$ cat config.mk
export PLATFORM = sky130hd
export DESIGN_NAME = muxn_arb
export DESIGN_NICKNAME = d
export VERILOG_FILES = /design/src/rtl/muxn_arb_pkg.sv /design/src/rtl/muxn_arb_rr_pick.sv /design/src/rtl/muxn_arb.sv
export SDC_FILE = /design/constraint.sdc
export NUM_CORES = 1
export LEC_CHECK = 0
export CORE_MARGIN = 3
export CORE_UTILIZATION = 40
export CTS_CLUSTER_DIAMETER = 30
export CTS_CLUSTER_SIZE = 40
export DETAILED_ROUTE_END_ITERATION = 12
export PLACE_DENSITY = 0.86
export SLEW_MARGIN = 20
export SYNTH_ARGS = -nofsm -noshare
export SYNTH_HDL_FRONTEND = slang
export SYNTH_SLANG_ARGS = --single-unit
$ cat constraint.sdc
create_clock -name clk -period 8.7 [get_ports clk]
set_input_delay 1.74 -clock clk [delete_from_list [all_inputs] [get_ports clk]]
set_output_delay 1.74 -clock clk [all_outputs]
set_load 0.02 [all_outputs]
$ cat src/rtl/muxn_arb_pkg.sv
// Shared types and helpers for the muxn_arb N-way handshaked selector.
package muxn_arb_pkg;

  typedef enum logic {
    MODE_DIRECT = 1'b0,
    MODE_RR     = 1'b1
  } arb_mode_t;

  function automatic int next_idx(input int idx, input int n);
    return (idx == n - 1) ? 0 : idx + 1;
  endfunction

endpackage

$ cat src/rtl/muxn_arb_rr_pick.sv
// Rotating priority encoder: first requester at or above ptr, wrapping to 0.
module rr_pick #(
  parameter int N     = 8,
  parameter int SEL_W = $clog2(N)
) (
  input  logic [N-1:0]     req,
  input  logic [SEL_W-1:0] ptr,
  output logic             any,
  output logic [SEL_W-1:0] idx
);

  always_comb begin
    any = 1'b0;
    idx = '0;
    // Lowest requester overall covers the wrapped case.
    for (int i = N - 1; i >= 0; i--) begin
      if (req[i]) begin
        any = 1'b1;
        idx = SEL_W'(i);
      end
    end
    // Lowest requester at or above ptr takes precedence.
    for (int i = N - 1; i >= 0; i--) begin
      if (req[i] && (SEL_W'(i) >= ptr)) begin
        idx = SEL_W'(i);
      end
    end
  end

endmodule

$ cat src/rtl/muxn_arb.sv
// Registered N-way valid/ready selector, directed or round-robin.
// Optional MUXN_ARB_LOCK_EN adds a lock input that holds rr priority.
module muxn_arb
  import muxn_arb_pkg::*;
#(
  parameter int WIDTH = 16,
  parameter int N     = 8,
  parameter int SEL_W = $clog2(N)
) (
  input  logic               clk,
  input  logic               rst,
  input  arb_mode_t          mode,
  input  logic [SEL_W-1:0]   sel,
`ifdef MUXN_ARB_LOCK_EN
  input  logic               lock,
`endif
  input  logic [N-1:0]       in_valid,
  input  logic [N*WIDTH-1:0] in_data,
  output logic [N-1:0]       in_ready,
  output logic               out_valid,
  output logic [WIDTH-1:0]   out_data,
  output logic [SEL_W-1:0]   out_src,
  input  logic               out_ready
);

  logic [SEL_W-1:0] rr_ptr;
  logic [SEL_W-1:0] rr_idx;
  logic             rr_any;
  logic [SEL_W-1:0] grant;
  logic             grant_en;
  logic             can_load;
  logic             dir_ok;
  logic             adv;
  logic [WIDTH-1:0] grant_data;

  rr_pick #(
    .N     (N),
    .SEL_W (SEL_W)
  ) u_pick (
    .req (in_valid),
    .ptr (rr_ptr),
    .any (rr_any),
    .idx (rr_idx)
  );

  assign can_load = !out_valid || out_ready;

  // Out-of-range sel matches no channel and so never grants.
  always_comb begin
    dir_ok = 1'b0;
    for (int i = 0; i < N; i++) begin
      if (sel == SEL_W'(i)) dir_ok = in_valid[i];
    end
  end

  always_comb begin
    grant    = '0;
    grant_en = 1'b0;
    unique case (mode)
      MODE_DIRECT: begin
        grant    = sel;
        grant_en = can_load && dir_ok;
      end
      MODE_RR: begin
        grant    = rr_idx;
        grant_en = can_load && rr_any;
      end
    endcase
  end

  always_comb begin
    in_ready   = '0;
    grant_data = '0;
    for (int i = 0; i < N; i++) begin
      if (grant == SEL_W'(i)) begin
        in_ready[i] = !rst && grant_en;
        grant_data  = in_data[i*WIDTH +: WIDTH];
      end
    end
  end

`ifdef MUXN_ARB_LOCK_EN
  assign adv = grant_en && (mode == MODE_RR) && !lock;
`else
  assign adv = grant_en && (mode == MODE_RR);
`endif

  always_ff @(posedge clk or posedge rst) begin
    if (rst) begin
      out_valid <= 1'b0;
      out_data  <= '0;
      out_src   <= '0;
      rr_ptr    <= '0;
    end else begin
      if (grant_en) begin
        out_valid <= 1'b1;
        out_data  <= grant_data;
        out_src   <= grant;
      end else if (out_ready) begin
        out_valid <= 1'b0;
      end
      if (adv) begin
        rr_ptr <= SEL_W'(next_idx(int'(grant), N));
      end
    end
  end

endmodule

# Yosys cells after proc, flatten, opt, wreduce, memory -nomap -nowiden

Index checks and enable logic that the tools add are counted.

Register bits: 23
Bits of input ports: 143
Output and inout port bits: 28
Logic and storage cells: 100

Add/sub/neg operators: 1
Order comparisons: 8
Equal/unequal tests: 15
Mux-type cells: 53
Bitwise operators: 1
Reductions and logical operators: 18

Operator list:

| operator                                                          | number |
|---|---|
| two-way mux 16 bit                                                | 8 |
| two-way mux 3 bit                                                 | 17 |
| two-way mux 1 bit                                                 | 26 |
| equality test 3 bit (second input constant)                       | 8 |
| equality test 3 x 2 -> 1 bit (second input constant)              | 4 |
| greater-or-equal comparator 3 bit (first input constant)          | 4 |
| logical AND 1 bit                                                 | 12 |
| equality test 3 x 1 -> 1 bit (second input constant)              | 3 |
| greater-or-equal comparator 1 x 3 -> 1 bit (first input constant) | 2 |
| greater-or-equal comparator 2 x 3 -> 1 bit (first input constant) | 2 |
| zero test 3 bit                                                   | 2 |
| one-hot mux 3 bit (2 select lines)                                | 1 |
| adder 3 x 1 -> 3 bit (second input constant)                      | 1 |
| zero test 1 bit                                                   | 2 |
| one-hot mux 1 bit (2 select lines)                                | 1 |
| nonzero test 2 bit                                                | 1 |
| logical OR 1 bit                                                  | 1 |
| inverter 1 bit                                                    | 1 |

# Logic depth before layout (Yosys ltp)

Depth after elaboration: 26
Gate-level depth with buffers: 16
Mapped depth without buffers: 13

# Modules after synthesis

A second synthesis with hierarchy kept.

Cells, all modules: 325
Area, all modules: 2597.5 um2

By module, submodules not included:

| module   | times used | cells an instance | area each (um2) | sequential area each (um2) |
|---|---|---|---|---|
| muxn_arb | 1          | 287               | 2357.3          | 575.6 |
| rr_pick  | 1          | 38                | 240.2           | 0.0 |

# Worst setup path before layout

Ideal clock, no wire load.

Kind: in2out
Start: input port in_valid[6]
End: output port in_ready[7]
Data arrival time: 3.980 ns
Data required time: 6.960 ns
Slack: 2.980 ns
Stages on the path: 12
Buffers on the path: 4
Cells stage by stage: buf_2 -> and3b_1 -> a311oi_1 -> o211a_1 -> buf_6 -> nor2_8 -> inv_2 -> buf_6 -> ha_1 -> clkinv_1 -> clkbuf_1 -> nor3_1

Longest elaborated chain between the ends: 18
Elaborated cells on any way between the ends: 32
Classes of those cells: 1 x eq/ne; 27 x mux; 4 x reduce/logical

Ends and longest elaborated chain:

| what                                 | line                   | text |
|---|---|---|
| start: declaration                   | muxn_arb.sv:17         | `input logic [N-1:0] in_valid,` |
| two-way mux 3 bit (7 in series)      | muxn_arb_rr_pick.sv:17 | `if (req[i]) begin` |
| two-way mux 3 bit                    | muxn_arb_rr_pick.sv:24 | `if (req[i] && (SEL_W'(i) >= ptr)) begin` |
| two-way mux 3 bit * (7 in series)    | muxn_arb_rr_pick.sv:24 |  |
| one-hot mux 3 bit (2 select lines) * | muxn_arb.sv:59         | `unique case (mode)` |
| net grant[2]                         | muxn_arb.sv:29         | `logic [SEL_W-1:0] grant;` |
| equality test 3 bit *                | muxn_arb.sv:75         | `if (grant == SEL_W'(i)) begin` |
| two-way mux 1 bit *                  | muxn_arb.sv:75         |  |
| end: declaration                     | muxn_arb.sv:19         | `output logic [N-1:0] in_ready,` |

The timed path passes the listed nets; every way through them passes the cells marked *.

# Worst setup path after layout

Start: input port in_valid[1]
End: output port in_ready[7]

Longest elaborated chain between the ends: 13
Elaborated cells on any way between the ends: 27
Classes of those cells: 1 x eq/ne; 22 x mux; 4 x reduce/logical

Ends and longest elaborated chain:

| what                               | line |
|---|---|
| two-way mux 3 bit (2 in series)    | muxn_arb_rr_pick.sv:17 |
| two-way mux 3 bit (8 in series)    | muxn_arb_rr_pick.sv:24 |
| one-hot mux 3 bit (2 select lines) | muxn_arb.sv:59 |
| equality test 3 bit                | muxn_arb.sv:75 |
| two-way mux 1 bit *                | muxn_arb.sv:75 |

Every way passes the cells marked *; elsewhere a longest branch is shown, timed or not.

==> impl_metrics.py <==
metrics = {
    "placement": {
        "dp_cells": 604,
        "port_buffers": 170,
        "hpwl_um": 9019,
        "place_congestion": 0.9232,
    },
    "worst_setup_path": {
        "worst_setup_path_end_kind": "primary output",
        "ff2ff_setup_slack_ns": 4.45,
        "cp_max_fo": 22,
        "cp.arrival_ns": 5.55,
        "ff2ff_path_depth": 13,
        "critPathLaunchType": "input pin",
        "cp.required_ns": 6.96,
        "r2r-end": "out_data[8]$_DFFE_PP0P_",
        "rr_startpoint": "rr_ptr[1]$_DFFE_PP0P_",
        "path_class": "input pin to primary output",
    },
    "timing": {
        "relSlewSlack": 0.3815,
        "finalSetupViolCount": 0,
        "fmax_mhz": 137.2,
        "finalMaxSlewViolations": 0,
        "finalHoldViolCount": 0,
        "fin_worst_skew_ns": 0.002450,
        "fin_crit_ns": 7.288,
        "fin_crit_sh": 0.8377,
        "rsz0062_at_grt": "false",
        "fin_tns_setup_ns": 0,
        "worstMarginPinSlew_ns": 0.9268,
    },
    "global_routing": {
        "antenna_found_initial": 0,
        "gr-total-overflow": 0,
        "grt_pass1_wl_um": 17280,
        "grt_pass1_vias": 3411,
        "grt_start_max_net_pins": 54,
        "groute.usage.overall": 0.2771,
    },
    "clocking": {
        "root_buffer": "clkbuf_8",
        "post_cts_buffers": 0,
        "cts_hold_buf": 0,
        "clk_pin_slew_ns": 0.08,
        "post_cts_resized": 0,
        "cts_max_path_buffers": 2,
        "numCtsBuffers": 3,
        "clock_latency_ns": 0.27,
        "cts.sinks": 23,
        "ctsHtreeMaxLevel": 1,
        "cts_tree": "built",
    },
    "synth": {
        "syn_nets": 524,
        "synthCells": 375,
        "avgSynthCellArea_um2": 7.440,
        "yosys-top-cells-count": "a21oi_1 (54), nand2_1 (30), clkbuf_1 (29)",
        "netlist_area_um2": 2790,
        "yosysMostFrequentCell": "a21oi_1",
        "synth.largest_area_cell": "dfrtp_1",
        "synth-edff-count": 0,
        "synthTopCellsByArea": "dfrtp_1 (21%), a21oi_1 (9.7%), a221oi_1 (6.6%)",
        "ys_warn_count": 0,
        "postSynth.asyncResetShare": 1.000,
        "ys_seq_area_frac": 0.2063,
        "ys_ff_latch": 23,
        "synth_ff_type": "dfrtp_1",
        "synth_top_area_frac": 0.2063,
        "ys_types": 49,
    },
    "floorplan": {
        "start_util": 0.4248,
        "placementRows": 29,
        "die_area_um2": 8014,
        "die_h_um": 89.52,
        "pin_count": 171,
        "core_area_um2": 6568,
        "die_x_um": 89.52,
    },
    "drt": {
        "vias": 3618,
        "ant_nets": 0,
        "drtPass1Iterations": 5,
        "dr.first_iter.drc_count": 272,
        "wl_um": 11880,
        "drc": 0,
        "viasPerCell": 5.951,
        "avgRoutedWirePerCell_um": 19.54,
    },
    "power": {
        "powerDensity_nw_per_um2": 220.7,
        "clkPwrFrac": 0.068,
        "p_sw_frac": 0.4877,
        "seqPwrFrac": 0.198,
        "p_int_uw": 511.7,
        "power_frac_comb": 0.734,
        "p_sw_uw": 487.1,
        "ir_drop_uv": 130.2,
        "p_leak_nw": 1.811,
    },
    "min_path": {
        "hold_class": "flip-flop to flip-flop",
        "hp-start": "out_src[0]$_DFFE_PP0P_",
        "hold_depth": 2,
        "whs_endpoint": "out_src[0]$_DFFE_PP0P_",
    },
    "flow_run": {
        "maxCapViolations": 0,
    },
    "final_layout": {
        "drive_gt1_frac": 0.06214,
        "fillers": 541,
        "finalNonFillerCells": 608,
        "antenna_cells": 0,
        "syn2layout_area_growth_pct": 62.20,
        "num-nets-final": 665,
    },
    "status": {
        "status": "complete, no violations",
    },
}
-- through the flow --
| step | utilization | worst slack (ns) | cell area [µm²] | total power, mW | hold WS (ns) |
|---|---|---|---|---|---|
| floorplan | - | 2.980 | 2790 | 0.6661 | 0.5900 |
| CTS | 0.6891 | 1.432 | 4526 | 0.9949 | 0.5045 |
| detailed placement | 0.6820 | 1.433 | 4479 | 0.9253 | 0.4849 |
| finish | 0.6891 | 1.412 | 4526 | 0.9988 | 0.5002 |
| global route | 0.6891 | 1.054 | 4526 | 1.067 | 0.5405 |
| global placement | 0.6815 | 1.539 | 4476 | 0.9063 | 0.4847 |
-- worst max-delay path, cell delays in order --
cell,delay [ns]
clkdlybuf4s50_1,0.52
nor4_1,0.46
a221o_1,0.24
o211a_1,0.60
nor2_8,0.19
inv_2,0.39
ha_1,0.22
buf_4,0.25
clkinv_1,0.12
nor3_1,0.20
clkdlybuf4s50_1,0.63
-- layout make-up --
| class | count | area, µm² | share of cell area |
|---|---|---|---|
| tap | 93 | 116.4 | 0.02571 |
| sequential | 23 | 575.6 | 0.1272 |
| timing repair buffer | 177 | 1754 | 0.3876 |
| clock buffer | 3 | 41.29 | 0.009124 |
| multi-input combinational | 284 | 1932 | 0.4269 |
| inverter | 27 | 101.3 | 0.02239 |
| clock inverter | 1 | 5.005 | 0.001106 |
-- cells in the final DEF, fill, tap and decap left out, types with 3 or more instances in the layout --
cell | netlist | routed
clkdlybuf4s50_1 | 0 | 170
a21oi_1 | 54 | 53
nand2_1 | 30 | 30
inv_1 | 25 | 25
dfrtp_1 | 23 | 23
a221oi_1 | 21 | 21
a21o_1 | 18 | 18
nor3_1 | 18 | 18
o22ai_1 | 18 | 18
nor2_1 | 17 | 17
nand3b_1 | 17 | 17
o221ai_1 | 16 | 16
a221oi_2 | 10 | 10
and3_1 | 8 | 8
buf_4 | 0 | 7
nand2b_1 | 6 | 6
o21ai_0 | 5 | 5
nor2b_1 | 4 | 4
ha_1 | 6 | 4
nand3_1 | 3 | 3
o31ai_1 | 3 | 3
clkbuf_8 | 0 | 3
-- layer usage --
layer  vias up  GRT usage  routed length, µm
met5         -          0                  0
met4         0    0.07578                363
met3        31    0.04793               1071
met2       216     0.4923               5825
met1      1663     0.3436               4620
li1       1708          -                  -
-- flip-flops by register name, indices dropped and copies added (netlist names) --
| register | count |
|---|---|
| out_valid | 1 |
| rr_ptr | 3 |
| out_data | 16 |
| out_src | 3 |
-- worst max path at each step --
stage / start / slack [ns] / end
global placement: in_valid[6] / 1.54 / in_ready[7]
detailed placement: in_valid[1] / 1.43 / in_ready[7]
CTS: in_valid[1] / 1.43 / in_ready[7]
global route: in_valid[6] / 1.05 / in_ready[7]
finish: in_valid[1] / 1.41 / in_ready[7]
floorplan: in_valid[6] / 2.98 / in_ready[7]
-- power by group through the flow --
stage	clock network, mW	registers (mW)	logic (mW)
after floorplan	0	0.229	0.437
after global placement	0	0.196	0.710
after detailed placement	0	0.199	0.727
after CTS	0.0695	0.196	0.729
after global routing	0.0737	0.202	0.791
final	0.0684	0.197	0.733
-- cells by family (layout without fill, tap and decap cells) --
family / count (synthesis) / count (layout) / share of synthesized area
compound gates: 162 / 162 / 0.4242
fa+ha+maj: 6 / 6 / 0.02691
buf+inv: 68 / 208 / 0.1045
flops: 23 / 23 / 0.2063
mux: 3 / 3 / 0.02018
simple gates: 113 / 113 / 0.2179
(Power assumes the default switching activity.)
